==> src/rtl/tt_mult_pkg.sv <==
// -----------------------------------------------------------------------------
// tt_mult_pkg
// Shared constants and types for the ternary matrix-vector multiply sequencer.
// The matrix is IN_LEN x OUT_LEN with 2-bit weights, loaded W_BEAT_W bits per
// beat. Activations are consumed two per accumulation beat.
// -----------------------------------------------------------------------------
package tt_mult_pkg;

  localparam int IN_LEN    = 14;  // activations per input vector (even)
  localparam int OUT_LEN   = 7;   // results per output vector
  localparam int BIT_WIDTH = 8;   // activation / result width
  localparam int W_BEAT_W  = 8;   // weight bits per load beat

  localparam int NUM_BEATS = IN_LEN / 2;
  localparam int W_BITS    = 2 * IN_LEN * OUT_LEN;
  localparam int W_BEATS   = (W_BITS + W_BEAT_W - 1) / W_BEAT_W;

  localparam int WCNT_W = $clog2(W_BEATS);
  localparam int BCNT_W = $clog2(NUM_BEATS);
  // One extra code so the select counter can run one past the last result.
  localparam int SEL_W  = $clog2(OUT_LEN + 1);

  typedef enum logic [2:0] {
    ST_IDLE,
    ST_LOAD,
    ST_ACCUM,
    ST_SETTLE,
    ST_DRAIN
  } state_t;

endpackage

==> src/rtl/tt_mult_sequencer_wload.sv <==
// -----------------------------------------------------------------------------
// tt_weight_loader
// Holds the packed ternary weight matrix and writes one W_BEAT_W-bit beat per
// wr_en at bit offset W_BEAT_W*wr_idx. Bits of the final beat that fall past
// the end of the matrix are dropped.
// Ports:
//   clk, rst_n  clock / async active-low reset (matrix clears to all-zero)
//   wr_en       write the beat this cycle
//   wr_idx      beat index
//   w_data      beat data, 2 bits per weight, LSB-first
//   dp_w        full weight matrix
// -----------------------------------------------------------------------------
module tt_weight_loader
  import tt_mult_pkg::*;
(
  input  logic                clk,
  input  logic                rst_n,
  input  logic                wr_en,
  input  logic [WCNT_W-1:0]   wr_idx,
  input  logic [W_BEAT_W-1:0] w_data,
  output logic [W_BITS-1:0]   dp_w
);

  // One register slice per beat; the last slice is only as wide as the bits
  // that remain, which is what discards the tail of the final beat.
  for (genvar b = 0; b < W_BEATS; b++) begin : g_beat
    localparam int LO = b * W_BEAT_W;
    localparam int NB = ((W_BITS - LO) < W_BEAT_W) ? (W_BITS - LO) : W_BEAT_W;

    logic [NB-1:0] r_slice;

    // NOTE: this storage is reset because an all-zero matrix is the defined
    // post-reset contents; plain data arrays without that need stay unreset.
    always_ff @(posedge clk or negedge rst_n) begin
      if (!rst_n) begin
        r_slice <= '0;
      end else if (wr_en && (wr_idx == WCNT_W'(b))) begin
        r_slice <= w_data[NB-1:0];
      end
    end

    assign dp_w[LO +: NB] = r_slice;
  end

endmodule

==> src/rtl/tt_mult_sequencer.sv <==
// -----------------------------------------------------------------------------
// tt_mult_sequencer
// Controller for the ternary matrix-vector multiply datapath. Loads the weight
// matrix byte-serially, feeds activation pairs to the datapath one accumulate
// step per beat, then drains OUT_LEN results through a valid/ready stream.
// Ports:
//   clk, rst_n           clock / async active-low reset
//   ena                  global enable, low freezes every register
//   cfg_load             start a weight load (seen in IDLE only)
//   w_data, w_valid      weight beat, no backpressure
//   in_data/valid/ready  activation pair stream {a[2k+1], a[2k]}
//   dp_w                 weight matrix to the datapath
//   dp_vec               registered activation pair to the datapath
//   dp_acc_en, dp_clear  accumulate strobe; clear marks the first beat
//   dp_sel, dp_result    result select and selected accumulator
//   out_data/valid/ready result stream
//   busy                 controller is not idle
// -----------------------------------------------------------------------------
module tt_mult_sequencer
  import tt_mult_pkg::*;
(
  input  logic                   clk,
  input  logic                   rst_n,
  input  logic                   ena,
  input  logic                   cfg_load,
  input  logic [W_BEAT_W-1:0]    w_data,
  input  logic                   w_valid,
  input  logic [2*BIT_WIDTH-1:0] in_data,
  input  logic                   in_valid,
  output logic                   in_ready,
  output logic [W_BITS-1:0]      dp_w,
  output logic [2*BIT_WIDTH-1:0] dp_vec,
  output logic                   dp_acc_en,
  output logic                   dp_clear,
  output logic [SEL_W-1:0]       dp_sel,
  input  logic [BIT_WIDTH-1:0]   dp_result,
  output logic [BIT_WIDTH-1:0]   out_data,
  output logic                   out_valid,
  input  logic                   out_ready,
  output logic                   busy
);

  state_t                 r_state, w_next;
  logic [WCNT_W-1:0]      r_wcnt;
  logic [BCNT_W-1:0]      r_bcnt;
  logic [SEL_W-1:0]       r_osel;
  logic [2*BIT_WIDTH-1:0] r_vec;
  logic                   r_acc_en;
  logic                   r_clear;
  logic [BIT_WIDTH-1:0]   r_out_data;
  logic                   r_out_valid;

  logic w_in_fire;
  logic w_out_fire;
  logic w_wr_en;
  logic w_last_beat;
  logic w_last_wbeat;
  logic w_last_out;

  assign w_in_fire    = in_ready && in_valid;
  assign w_out_fire   = ena && r_out_valid && out_ready;
  assign w_wr_en      = ena && (r_state == ST_LOAD) && w_valid;
  assign w_last_beat  = (r_bcnt == BCNT_W'(NUM_BEATS - 1));
  assign w_last_wbeat = (r_wcnt == WCNT_W'(W_BEATS - 1));
  // r_osel runs one ahead of the presented result: it selects the next result
  // to fetch, so reaching OUT_LEN means the last result is on out_data.
  assign w_last_out   = (r_osel == SEL_W'(OUT_LEN));

  // NOTE: every registered signal uses non-blocking assignment so all state
  // updates on an edge see the pre-edge values of every other register.
  always_ff @(posedge clk or negedge rst_n) begin
    if (!rst_n) begin
      r_state <= ST_IDLE;
    end else begin
      r_state <= w_next;
    end
  end

  // NOTE: defaults come first so every path assigns every output, which keeps
  // this block purely combinational.
  always_comb begin
    w_next   = r_state;
    in_ready = 1'b0;
    if (ena) begin
      case (r_state)
        ST_IDLE: begin
          if (cfg_load)      w_next = ST_LOAD;
          else if (in_valid) w_next = ST_ACCUM;
        end
        ST_LOAD: begin
          if (w_valid && w_last_wbeat) w_next = ST_IDLE;
        end
        ST_ACCUM: begin
          in_ready = 1'b1;
          if (in_valid && w_last_beat) w_next = ST_SETTLE;
        end
        ST_SETTLE: w_next = ST_DRAIN;
        ST_DRAIN: begin
          if (w_out_fire && w_last_out) w_next = ST_IDLE;
        end
        default: w_next = ST_IDLE;
      endcase
    end
  end

  // Activation path and weight-beat counter.
  always_ff @(posedge clk or negedge rst_n) begin
    if (!rst_n) begin
      r_vec    <= '0;
      r_acc_en <= 1'b0;
      r_clear  <= 1'b0;
      r_bcnt   <= '0;
      r_wcnt   <= '0;
    end else if (ena) begin
      r_acc_en <= w_in_fire;
      r_clear  <= w_in_fire && (r_bcnt == '0);
      if (w_in_fire) begin
        r_vec  <= in_data;
        r_bcnt <= w_last_beat ? '0 : r_bcnt + 1'b1;
      end
      if ((r_state == ST_IDLE) && cfg_load) begin
        r_wcnt <= '0;
      end else if (w_wr_en) begin
        r_wcnt <= w_last_wbeat ? '0 : r_wcnt + 1'b1;
      end
    end
  end

  // Result drain. The first DRAIN cycle fetches result 0 with out_valid low;
  // after that each transfer fetches the next result in the same cycle, so
  // out_valid stays high across the whole vector.
  always_ff @(posedge clk or negedge rst_n) begin
    if (!rst_n) begin
      r_osel      <= '0;
      r_out_data  <= '0;
      r_out_valid <= 1'b0;
    end else if (ena) begin
      if (r_state == ST_SETTLE) begin
        r_osel <= '0;
      end else if (r_state == ST_DRAIN) begin
        if (!r_out_valid) begin
          r_out_data  <= dp_result;
          r_out_valid <= 1'b1;
          r_osel      <= r_osel + 1'b1;
        end else if (out_ready) begin
          if (w_last_out) begin
            r_out_valid <= 1'b0;
          end else begin
            r_out_data <= dp_result;
            r_osel     <= r_osel + 1'b1;
          end
        end
      end
    end
  end

  tt_weight_loader u_wload (
    .clk    (clk),
    .rst_n  (rst_n),
    .wr_en  (w_wr_en),
    .wr_idx (r_wcnt),
    .w_data (w_data),
    .dp_w   (dp_w)
  );

  // The accumulate strobe is held through a stall, so it is masked by ena to
  // make the datapath add each pair exactly once, on the first enabled cycle.
  assign dp_acc_en = r_acc_en && ena;
  assign dp_clear  = r_clear && ena;
  assign dp_vec    = r_vec;
  assign dp_sel    = r_osel;
  assign out_data  = r_out_data;
  assign out_valid = r_out_valid;
  assign busy      = (r_state != ST_IDLE);

endmodule

==> config.mk <==
export PLATFORM = sky130hd
export DESIGN_NAME = tt_mult_sequencer
export DESIGN_NICKNAME = d
export VERILOG_FILES = /design/src/rtl/tt_mult_pkg.sv /design/src/rtl/tt_mult_sequencer_wload.sv /design/src/rtl/tt_mult_sequencer.sv
export SDC_FILE = /design/constraint.sdc
export NUM_CORES = 1
export LEC_CHECK = 0
export BUFFER_PORTS_ARGS = -buffer_cell sky130_fd_sc_hd__buf_4
export CAP_MARGIN = 20
export CORE_MARGIN = 2
export CORE_UTILIZATION = 50
export CTS_CLUSTER_DIAMETER = 50
export CTS_CLUSTER_SIZE = 40
export DETAILED_ROUTE_END_ITERATION = 12
export HOLD_SLACK_MARGIN = 0.05
export PLACE_DENSITY = 0.85
export SYNTH_ARGS = -nofsm -noshare
export SYNTH_HDL_FRONTEND = slang
export SYNTH_SLANG_ARGS = --single-unit
export TNS_END_PERCENT = 50
==> constraint.sdc <==
create_clock -name clk -period 5.4 [get_ports clk]
set_input_delay 0.54 -clock clk [delete_from_list [all_inputs] [get_ports clk]]
set_output_delay 0.54 -clock clk [all_outputs]
set_load 0.05 [all_outputs]
==> summary by stage, run 1 <==
STA
Between clock sinks in the finished design, the worst skew comes to 0.0118 ns. The number of slew-limit violations in the final report is 0. The slew at the pin with the worst max-slew slack is 0.928 ns. The total negative setup slack is 0 ns. Timing would allow up to 444 MHz.

Of the available clock period, the critical path in the final layout requires 0.417. Setup repair after global routing left no endpoint under its margin. The time the worst path needs with I/O delays and setup is 2.25 ns. The worst slew slack as a fraction of its limit is 0.382. The number of failing hold endpoints at the final stage came to 0.

Setup violations remaining at the end of the flow were counted as 0.

Global route
The wire length of the first global-routing pass is 35.4 mm. The maximum number of pins on one net before global-route repair is 130. The initial antenna violation count is 0. For this run the aggregate overflow at the end of global routing stands at 0. The aggregate global-route resource usage is 0.223. The via count of the first global-routing pass was 6081.

Finish
After routing the design area is 12600 um^2. After the last flow step, the layout net total stands at 909. Counting the fill cells in the layout gives 1372. The fraction of final layout cells with drive strength greater than 1 is 0.618. The diode insertion count for antenna repair is 0. From synthesis to final layout, the design area changed by 29.5%.

Worst setup path
In this run the critical register-to-register path is launched from r_wcnt[0]$_DFFE_PN0P_. The start-to-end type of the worst setup path is flip-flop to flip-flop. Data arrives at the worst endpoint at 2.64 ns.

In this run the critical register-to-register path is captured at u_wload.g_beat[0].r_slice[7]$_DFFE_PN0P_. The data required time of the critical path is 5.79 ns. The worst setup path is launched from a flip-flop. The nature of the critical path endpoint is a flip-flop.

The largest driver fanout on the critical path is 8. Across all register-to-register paths, the minimum setup slack is 3.15 ns. The worst reg2reg path depth is 5.

Clocking
For the worst-skew pair, the clock arrives at the later sink with an insertion delay of 0.51 ns. Buffers added to address setup during post-CTS repair amount to 0. The register clock-pin slew on the reported worst setup and hold paths is 0.07 ns. CTS saw 237 sinks. The number of hold buffers added after cts is 0.

The cell sitting at the root of the clock tree is a clkbuf_16. The TritonCTS clock tree is yes. The longest clock path from root to sink contains 3 buffers. Post-CTS repair changed the size of 0 cells. The depth of the CTS H-tree is 1. TritonCTS created 23 clock buffers.

Logic synthesis
Yosys printed 0 warnings. After synthesis the netlist holds a flip-flop and latch count of 237. The fraction of synthesis flops using an asynchronous set or reset pin is 1.00. dfrtp_1 takes more of the synthesized area than any other cell. After synthesis, the cell types taking the most area are dfrtp_1 (61%), mux2_2 (18%), mux2_4 (11%).

The number of nets in the synthesized netlist is 660. In this run, synthesis inferred 0 flip-flops with an integrated enable. The most used standard cell by instance count after synthesis is dfrtp_1. Of the post-synthesis cell area, the dominant cell type holds 0.611. Ranked by instance count, the synthesized netlist is headed by dfrtp_1 (237), mux2_2 (151), mux2_4 (72). The proportion of synthesized chip area in sequential cells is 0.611. The summed instance area of the synthesized netlist is 9710 um^2.

Synthesis instantiated 48 different standard cells from the library. The average cell area after synthesis is 15.8 um^2. Counting every instance in the synthesized netlist gives 614. For this run, the leading register cell type out of synthesis is dfrtp_1.

Place
Once detailed placement completed, the half-perimeter wirelength came to 15.6 mm. In this run the tool buffered the top-level ports with 266 buffer cells. The routability-driven placement congestion ratio is 0.812.

Once placement finished, the instance area stood at 11800 um^2.

Die
The floorplan step set the die height to 143 um. The row count is 50. The full die area is 20600 um^2. The initial utilization of the core area, before any placement, comes to 0.514. The number of top-level pins is 267. From left edge to right edge, the die measures 143 um. The core region is 18900 um^2.

Power
The static leakage is 0.00665 uW. The power density over cell area is 501 nW/um^2. The maximum vdd drop is 0.438 mV.

Routing
Dividing the detail-routed wire length by the instance count gives 20.3 um. For this run, design rule violations remaining after detail routing come to 0. For this block, the routed nets add up to 23.1 mm of wire. The post-detailed-route count of antenna-violating nets is 0.

The starting DRC count in detailed routing is 186. The routed via count divided by cell count is 5.25. The detailed-routing iteration count for the pre-antenna-repair pass is 4. The via count of the routed design is 5979.

Flow run
The tool flagged a number of max-cap violations equal to 0.

Hold path
The type of the most critical hold path is input pin to asynchronous set/reset pin.

Status
The flow ran to the end, and the final reports show no timing, DRC or antenna violations.
where the power goes:
group          switching (uW)  internal (uW)
logic                    1560            796
registers                 259           2120
clock network             728            836
how the worst max path moves through the flow:
stage	startpoint	to	slack, ns
after floorplan	dp_sel[0]$_DFFE_PN0P_	out_data[1]$_DFFE_PN0P_	3.11
after CTS	r_wcnt[0]$_DFFE_PN0P_	u_wload.g_beat[0].r_slice[7]$_DFFE_PN0P_	3.14
after global placement	r_wcnt[0]$_DFFE_PN0P_	u_wload.g_beat[0].r_slice[3]$_DFFE_PN0P_	3.22
after detailed placement	ena	u_wload.g_beat[20].r_slice[4]$_DFFE_PN0P_	3.15
after global routing	r_wcnt[0]$_DFFE_PN0P_	u_wload.g_beat[0].r_slice[2]$_DFFE_PN0P_	3.01
final	r_wcnt[0]$_DFFE_PN0P_	u_wload.g_beat[0].r_slice[7]$_DFFE_PN0P_	3.15
layout by cell type (no fill, tap or decap), types with 2 or more instances in the layout:
| master | instances |
|---|---|
| nand3_2 | 6 |
| nand2b_1 | 3 |
| ha_1 | 7 |
| mux2_4 | 72 |
| dfrtp_1 | 237 |
| o21ai_0 | 6 |
| inv_8 | 4 |
| clkbuf_1 | 2 |
| clkinv_4 | 4 |
| or3_1 | 2 |
| a21oi_1 | 2 |
| clkbuf_16 | 23 |
| a22o_1 | 4 |
| mux2_2 | 151 |
| and2_1 | 4 |
| nor3_1 | 2 |
| nand2_1 | 10 |
| nor2b_1 | 2 |
| inv_6 | 3 |
| and3_1 | 17 |
| nor3b_1 | 3 |
| nor2_1 | 5 |
| clkinv_2 | 2 |
| buf_4 | 266 |
| nand3_1 | 4 |
| inv_1 | 8 |
kinds of logic after synthesis:
| kind of cell | after synthesis | share of synthesized area |
|---|---|---|
| buffers and inverters | 52 | 0.0278 |
| AOI/OAI and AO/OA | 25 | 0.0191 |
| DFF | 237 | 0.611 |
| and+or+nand+nor | 69 | 0.0459 |
| adders and majority gates | 7 | 0.00902 |
| muxes | 224 | 0.287 |
sequential cells by signal, summed over array words and instances, names as in the netlist, 3 cells and up:
signal and cells:
u_wload.g_beat.r_slice 196, dp_vec 16, r_state 3, dp_sel 3, r_wcnt 5, out_data 8
r_bcnt 3
routing by layer:
metal,share of wire,wire length [um],GRT usage
met5,0,0,0
met2,0.49,11400,0.370
met4,0.025,585,0.0666
met3,0.054,1240,0.0387
met1,0.43,9880,0.304
critical path, cell delays in order, from the launching register on:
cell	delay [ns]
dfrtp_1	0.44
inv_1	0.11
ha_1	0.36
nor3b_1	0.37
and2_1	0.46
mux2_2	0.38
stage by stage:
step | setup slack, ns | std cells | hold slack, ns | util | power, uW
finish | 3.15 | 1139 | 0.115 | 0.665 | 6300
global route | 3.01 | 1139 | 0.177 | 0.665 | 6550
CTS | 3.14 | 1139 | 0.145 | 0.665 | 6360
detailed placement | 3.15 | 1098 | 0.469 | 0.626 | 4780
global placement | 3.22 | 1098 | 0.468 | 0.626 | 4730
floorplan | 3.11 | 614 | 0.244 | - | 4010
area by class of cell:
type	count	area, um^2	area share
multi-input combinational	325	3510	0.279
inverter	8	30.0	0.00239
timing repair buffer	268	2030	0.162
sequential	237	5930	0.472
tap	260	325	0.0259
clock inverter	15	149	0.0118
clock buffer	26	597	0.0475
Note: power is estimated with default switching activity, not from simulation.
==> run 2, diff against run 1 <==
Settings changed: ABC_AREA set to 1, CORE_UTILIZATION 50 to 47, PLACE_DENSITY 0.85 to 0.84.
Clock period 5.4 ns to 1.95 ns, I/O delays scaled along.
==> run 2 against run 1 <==
Clock-buffer cell count down 1. Flip-flop and latch count unchanged. Via count increased by 27%. Non-clock buffer count is 57 higher. Critical endpoint is now u_wload.g_beat[6].r_slice[0]$_DFFE_PN0P_. Highest routed layer unchanged. Combinational power grew to 3.5 times the previous value. Register-to-register slack got worse by 3.1 ns. Worst hold slack worse by 0.023 ns. Sequential power grew to 2.9 times the previous value. Clock skew grew 0.0040 ns.
==> summary by stage, run 2 <==
Status
The flow ran to the end, and the final reports show no timing, DRC or antenna violations.

Power
The static leakage is 0.00657 uW (-1.1%). The power density over cell area is 1560 nW/um^2 (+210%). The maximum vdd drop is 1.10 mV (+150%).

Logic synthesis
After synthesis, the cell types taking the most area are dfrtp_1 (64%), nand2_1 (13%), o21ai_0 (8.2%). The summed instance area of the synthesized netlist is 9240 um^2 (-4.9%). The proportion of synthesized chip area in sequential cells is 0.642 (+0.0313).

The yosys synthesis warning count is 0 (unchanged). The number of distinct library cells after synthesis is 29 (-40%). By count the netlist is led by nand2_1 (312), dfrtp_1 (237), o21ai_0 (151). The multiplexer share of the synthesized area is 0.00108 (-0.286).

The count of mapped cells out of synthesis is 916 (+49%). The post-synthesis share of cell area spent on xor and xnor gates is 0 (unchanged). The largest total area in the synthesized netlist belongs to dfrtp_1. The average cell area after synthesis was 10.1 um^2 (-36%). The share of synthesized cell area in full adder, half adder and majority cells is 0.00948 (+0.000462). The number of nets in the synthesized netlist is 962 (+46%). The primary flip-flop cell chosen by synthesis mapping is dfrtp_1.

The largest family of logic cells by synthesized area is simple AND/OR/NAND/NOR gates. The fraction of synthesis flops using an asynchronous set or reset pin is 1.00 (unchanged). The compound-cell area share of the yosys netlist came to 0.128 (+0.109). The fraction of post-synthesis cell area in the top cell type by area came to 0.642 (+0.0313).

The number of storage elements in the synthesis netlist came to 237 (unchanged). The most common cell in the synthesized netlist is nand2_1. The post-synthesis share of cell area spent on and, or, nand and nor gates is 0.178 (+0.132). The number of enable-type register cells in the synthesized netlist is 0 (unchanged).

Flow run
The total of max-cap violations is 0 (unchanged).

Finish
The net total in the final layout was 1268 (+39%). The fraction of final layout cells with drive strength greater than 1 is 0.323 (-0.295). The total area of multi-input combinational cells is 2940 um^2 (-16%). The library cells used most frequently in the layout, excluding fill and tap cells, are nand2_1 (311), buf_4 (293), dfrtp_1 (236). The register with the highest flop count is u_wload.g_beat.r_slice.

The diode insertion count for antenna repair is 0 (unchanged). The filler cell count in the final layout was 1505 (+9.7%). The area growth from synthesis to layout is 37.9%.

The register cell area after layout is 5930 um^2 (about the same). The flip-flop count of the largest register, all copies and words added is 196 (unchanged). Leaving out fill and tap cells, the most frequent cell in the layout is nand2_1.

Routing
The sum of routed wire length over all layers is 25.7 mm (+11%). The routed via count divided by cell count came to 5.07 (-3.5%). The starting DRC count in detailed routing is 348 (+87%).

The count of unresolved DRC violations after routing is 0 (unchanged). The via count of the routed design is 7623 (+27%). The post-detailed-route count of antenna-violating nets is 0 (unchanged). The detailed-routing iteration count for the pre-antenna-repair pass is 5 (+1).

The final routed wire length divided by cell count is 17.1 um (-16%).

Hold path
The type of the most critical hold path is input pin to flip-flop. The startpoint of the lowest-slack hold path is cfg_load. Counting instances, the worst hold path has a depth of 6. The path with the worst hold slack has its endpoint at r_state[1]$_DFFE_PN0P_.

STA
The time the worst path needs with I/O delays and setup is 1.87 ns (-0.381 ns). The final-layout worst hold slack came to 0.0920 ns (-0.0227 ns). The number of failing hold endpoints at the final stage was 0 (unchanged). The post-route clock skew is 0.0158 ns (+0.00399 ns). The ratio of final minimum period to clock period is 0.959 (+0.542). The worst slew slack as a fraction of its limit is 0.555 (+0.174).

The maximum clock rate is 535 MHz (+20%). The slew at the pin with the worst max-slew slack is 0.667 ns (-0.260 ns). Setup repair after global routing could not meet its margin everywhere. The number of slew-limit violations in the final report is 0 (unchanged). The final setup violation count is 0 (unchanged). The total negative setup slack is 0 ns (unchanged).

Die
The starting density of the core came to 0.476 (-0.0378). The full die area is 20800 um^2 (+1.2%). The row count is 51 (+2.0%). The number of top-level pins came to 267 (unchanged).

The core box area is 19400 um^2 (+2.7%). The die extent in x came to 144 um (+0.58%). The height of the chip is 144 um (+0.58%).

Worst setup path
In this run the critical register-to-register path is captured at u_wload.g_beat[6].r_slice[0]$_DFFE_PN0P_. The data required time of the critical path is 2.33 ns (-3.46 ns). STA classifies the critical path startpoint as a flip-flop. The most repeated library cell on the critical path is nand2_1. Traced cell by cell, the critical path runs through nor3_4 > nand2_4 > inv_2 > nand2_1 > nand2_1 > o21ai_0. The critical path is of the flip-flop to flip-flop type. The worst reg2reg path depth is 6 (+1). For this design, the slowest cell found on the critical path is dfrtp_1. STA classifies the critical path endpoint as a flip-flop. The critical path arrival came to 2.25 ns (-0.39 ns). The internal reg-to-reg setup slack was 0.08 ns (-3.07 ns).

The largest driver fanout on the critical path is 16 (+8). The biggest cell delay along the critical path came to 0.47 ns (about the same). The startpoint of the lowest-slack register-to-register path is r_state[1]$_DFFE_PN0P_.

Clocking
The TritonCTS clock tree is yes. The number of buffers between clock root and the deepest sink is 3 (unchanged). The number of clock sinks is 237 (unchanged). The clock insertion delay at the later pin of the skew report is 0.52 ns (about the same). The number of buffers created by CTS came to 24 (+4.3%). The depth of the CTS H-tree is 1 (unchanged). Clock tree synthesis selected as its root buffer the cell clkbuf_16. The register clock-pin slew on the reported worst setup and hold paths was 0.07 ns (about the same).

Place
The post-DP HPWL was 17.0 mm (+9.4%). The routability-driven placement congestion ratio was 0.880 (+8.3%). The port buffer count was 266 (unchanged).

Global route
The via count of the first global-routing pass is 7486 (+23%). The sum of overflow across all layers after global routing is 0 (unchanged). The maximum number of pins on one net before global-route repair is 82 (-37%). The wire length of the first global-routing pass is 39.6 mm (+12%). The initial antenna violation count is 0 (unchanged). The aggregate global-route resource usage was 0.245 (+0.0217).
-- run 2: timing repair --
action,4_1_cts,5_1_grt
gates resized for setup,0,6
setup endpoints to repair,0,22
hold buffers,28,0
buffers inserted,0,0
hold endpoints to repair,98,0
-- run 2: stage by stage --
stage / total power [uW] / std cells / utilization / instance area (um^2) / setup slack, ns
after floorplan: 12400 / 916 / - / 9250 / 0.135
after global placement: 14900 / 1433 / 0.598 / 11600 / 0.210
after detailed placement: 15100 / 1433 / 0.598 / 11600 / 0.104
after CTS: 20000 / 1505 / 0.656 / 12700 / 0.000613
after global routing: 20800 / 1505 / 0.657 / 12700 / -0.0455
final: 19900 / 1505 / 0.657 / 12700 / 0.0794
-- run 2: cell type report --
type	count	share of cell area
clock inverter	19	0.0191
timing repair buffer	325	0.201
clock buffer	25	0.0474
multi-input combinational	598	0.231
sequential	237	0.466
inverter	36	0.0106
tap	265	0.0260
-- run 2: worst max path at each step --
stage	startpoint	endpoint	slack, ns	cells past startpoint
CTS	r_state[2]$_DFFE_PN0P_	in_ready	0.0006	4
global placement	r_state[1]$_DFFE_PN0P_	u_wload.g_beat[6].r_slice[5]$_DFFE_PN0P_	0.21	6
finish	r_state[1]$_DFFE_PN0P_	u_wload.g_beat[6].r_slice[0]$_DFFE_PN0P_	0.08	6
detailed placement	r_state[1]$_DFFE_PN0P_	u_wload.g_beat[6].r_slice[0]$_DFFE_PN0P_	0.10	6
global route	r_state[1]$_DFFE_PN0P_	u_wload.g_beat[6].r_slice[7]$_DFFE_PN0P_	-0.05	5
floorplan	dp_sel[0]$_DFFE_PN0P_	out_data[0]$_DFFE_PN0P_	0.14	8
-- run 2: power breakdown --
group	switching (uW)	internal [uW]	total, uW
combinational	5900	2280	8180
clock	2200	2560	4760
sequential	853	6090	6940
-- run 2: worst max-delay path: cells and delay by family, from the launching register on --
family,cells,cell delay [ns]
simple gates,4,0.95
flops,1,0.47
compound gates,1,0.10
buf+inv,1,0.21
-- run 2: kinds of logic after synthesis --
logic type               Yosys count
buffers and inverters             81
AO/OA/AOI/OAI                    214
adder cells (fa/ha/maj)            7
multiplexers                       1
AND/OR/NAND/NOR                  376
flip-flops                       237
-- run 2: layer usage --
layer,track usage,wire (um),vias to the layer above
met5,0,0,-
met4,0.0777,598,0
met3,0.0586,2070,49
met2,0.408,12400,287
met1,0.319,10700,3683
li1,-,-,3604
==> run 3, diff against run 2 <==
Settings changed: CORE_ASPECT_RATIO set to 1.5, CORE_UTILIZATION 47 to 30, PLACE_DENSITY 0.84 to 0.61.
==> run 3 against run 2 <==
Register-to-register slack improved by 0.04 ns. Clock-buffer cell count down 2. Worst setup slack better by 0.041 ns. Die area rose by 55%. First-iteration DRC count increased by 0.29%. Design area grew 0.22%. Core utilization decreased by 23 points. Flip-flop and latch count did not move. Final cell count up 8.5%. Maximum frequency increased by 2.2%. Critical endpoint is now out_data[2]$_DFFE_PN0P_. Highest routed layer unchanged.
==> summary by stage, run 3 (synthesis gave the netlist of run 2 again) <==
Worst setup path
The internal reg-to-reg setup slack is 0.12 ns (+0.04 ns). The worst reg2reg path depth was 8 (+2). The critical path in this run is classified as flip-flop to flip-flop. The most repeated library cell on the critical path is nand2_1. The worst reg2reg path endpoint is out_data[2]$_DFFE_PN0P_. The critical path arrival is 2.23 ns (-0.02 ns).

STA classifies the critical path startpoint as a flip-flop. The biggest cell delay along the critical path came to 0.42 ns (-0.05 ns). The slowest library cell on the worst path is dfrtp_1. The total buffers and inverters traversed by the critical path is 1 (unchanged). The total stage count of the critical path came to 8 (+2).

The startpoint of the lowest-slack register-to-register path is dp_sel[0]$_DFFE_PN0P_. The signal on the critical path passes through ha_1 > ha_1 > o21ai_0 > nand2_1 > nor2_1 > clkinv_1 > nand2_1 > nand2_1. The largest driver fanout on the critical path was 9 (-7). The critical path endpoint is out_data[2]$_DFFE_PN0P_. On the critical path the largest part of the delay comes from simple AND/OR/NAND/NOR gates. The nature of the critical path endpoint is a flip-flop. The data required time of the critical path is 2.35 ns (+0.02 ns). The critical path starts at dp_sel[0]$_DFFE_PN0P_.

Die
The number of top-level pins is 267 (unchanged). The height of the chip came to 219 um (+52%). The full die area is 32200 um^2 (+55%).

The core box area was 30300 um^2 (+56%). The starting density of the core came to 0.305 (-0.171). The row count is 78 (+53%). The die extent in x is 147 um (+2.1%).

STA
The worst slew slack as a fraction of its limit was 0.686 (+0.130). The maximum clock rate is 547 MHz (+2.2%). Setup repair after global routing could not meet its margin everywhere. The post-route clock skew was 0.0297 ns (+0.0139 ns). The ratio of final minimum period to clock period was 0.938 (-0.0209). The total negative setup slack is 0 ns (unchanged). The number of slew-limit violations in the final report is 0 (unchanged). The number of failing hold endpoints at the final stage is 0 (unchanged). The slew at the pin with the worst max-slew slack came to 0.471 ns (-0.196 ns). The final setup violation count is 0 (unchanged). The post-layout worst setup margin came to 0.120 ns (+0.0408 ns). The time the worst path needs with I/O delays and setup is 1.83 ns (-0.0408 ns).

Routing
The final routed wire length divided by cell count is 17.0 um (-0.26%). The count of unresolved DRC violations after routing was 0 (unchanged). The routed via count divided by cell count was 4.51 (-11%). The starting DRC count in detailed routing came to 349 (+0.29%). The sum of routed wire length over all layers came to 27.8 mm (+8.2%).

The detailed-routing iteration count for the pre-antenna-repair pass is 6 (+1). The post-detailed-route count of antenna-violating nets is 0 (unchanged). The via count of the routed design was 7360 (-3.5%).

Finish
The area growth from synthesis to layout is 38.2%. Leaving out fill and tap cells, the most frequent cells in the layout are nand2_1 (309), buf_4 (294), dfrtp_1 (236). The diode insertion count for antenna repair is 0 (unchanged). The library cell used most frequently in the layout, excluding fill and tap cells, is nand2_1. The net total in the final layout is 1265 (-0.24%). The register with the highest flop count is u_wload.g_beat.r_slice.

The fraction of final layout cells with drive strength greater than 1 is 0.319 (-0.00385). The flip-flop count of the largest register, all copies and words added is 196 (unchanged). The core utilization of the finished layout came to 0.422 (-0.235). The final cell count without fillers is 1633 (+8.5%).

Flow run
The total of max-cap violations is 0 (unchanged).

Global route
The maximum number of pins on one net before global-route repair came to 62 (-24%). The aggregate global-route resource usage came to 0.172 (-0.0729). The initial antenna violation count is 0 (unchanged). The via count of the first global-routing pass is 7283 (-2.7%).

The sum of overflow across all layers after global routing is 0 (unchanged). The wire length of the first global-routing pass came to 43.3 mm (+9.4%).

Power
The static leakage was 0.00652 uW (-0.78%). The maximum vdd drop came to 1.05 mV (-4.1%). The power density over cell area was 1530 nW/um^2 (-2.2%).

Clocking
The number of buffers created by CTS is 21 (-13%). The number of clock sinks is 237 (unchanged). The root buffer selected by CTS is clkbuf_16.

The number of buffers between clock root and the deepest sink is 3 (unchanged). TritonCTS built the clock tree. The clock insertion delay at the later pin of the skew report is 0.53 ns (about the same). The depth of the CTS H-tree came to 1 (unchanged).

The register clock-pin slew on the reported worst setup and hold paths was 0.08 ns (about the same).

Place
The routability-driven placement congestion ratio is 0.793 (-9.9%). The post-place setup slack is 0.0691 ns (-0.0353 ns). The post-DP HPWL was 18.8 mm (+10%). The port buffer count is 266 (unchanged). The number of instances in the placed design is 1568 (+9.4%).

Hold path
The type of the most critical hold path is input pin to flip-flop.

Status
The flow ran to the end, and the final reports show no timing, DRC or antenna violations.
==> run 3: cell types whose count changed in the layout (fill, tap and decap cells not counted), sizes merged <==
cell	delta
clkinvlp	-4
clkbuf	-2
buf	+1
clkinv	-1
dlygate4sd3	-1
==> run 3: area by class of cell <==
cell class	instances	area [um^2]
Fill cell	2973	17500
Sequential cell	237	5930
Multi-Input combinational cell	598	2940
Timing Repair Buffer	325	2550
Clock buffer	23	533
Tap cell	400	500
Clock inverter	14	175
Inverter	36	135
==> run 3: how the worst min path moves through the flow <==
| stage | startpoint | endpoint | slack (ns) | cells after the start |
|---|---|---|---|---|
| floorplan | rst_n | dp_sel[0]$_DFFE_PN0P_ | -0.10 | 0 |
| global placement | rst_n | u_wload.g_beat[3].r_slice[2]$_DFFE_PN0P_ | 0.09 | 1 |
| detailed placement | rst_n | u_wload.g_beat[3].r_slice[2]$_DFFE_PN0P_ | 0.09 | 1 |
| CTS | in_valid | r_bcnt[2]$_DFFE_PN0P_ | 0.10 | 5 |
| global route | in_valid | r_bcnt[2]$_DFFE_PN0P_ | 0.14 | 5 |
| finish | in_valid | r_bcnt[2]$_DFFE_PN0P_ | 0.12 | 5 |
==> run 3: worst register-to-register path: stages (launching register included) <==
cell,delay (ns)
dfrtp_1,0.42
ha_1,0.21
ha_1,0.20
o21ai_0,0.16
nand2_1,0.09
nor2_1,0.16
clkinv_1,0.26
nand2_1,0.16
nand2_1,0.07
==> run 3: report_power, final <==
group | leakage (uW) | internal (uW) | switching (uW)
Sequential | 0.00323 | 6080 | 819
Clock | 0.000346 | 2240 | 2110
Combinational | 0.00294 | 2290 | 5940
==> run 3: repair_timing <==
item | CTS | global route
endpoints found under the setup margin | 1 | 42
hold buffers | 27 | 0
hold endpoints to repair | 262 | 0
gates resized for setup | 1 | 5
pin swaps | 0 | 1
setup buffers | 0 | 1
==> run 3: layer usage <==
metal	track usage	vias up	share of wire
li1	-	3591	-
met1	0.207	3510	0.40
met2	0.309	204	0.52
met3	0.0231	55	0.045
met4	0.0686	0	0.037
met5	0	-	0
==> run 3: through the flow <==
stage / hold WS (ns) / area, um^2 / total power [uW]
after CTS: 0.101 / 12700 / 19700
after global placement: 0.0872 / 11800 / 15100
final: 0.120 / 12800 / 19500
after floorplan: -0.101 / 9250 / 12400
after global routing: 0.143 / 12800 / 20400
after detailed placement: 0.0933 / 11800 / 15200
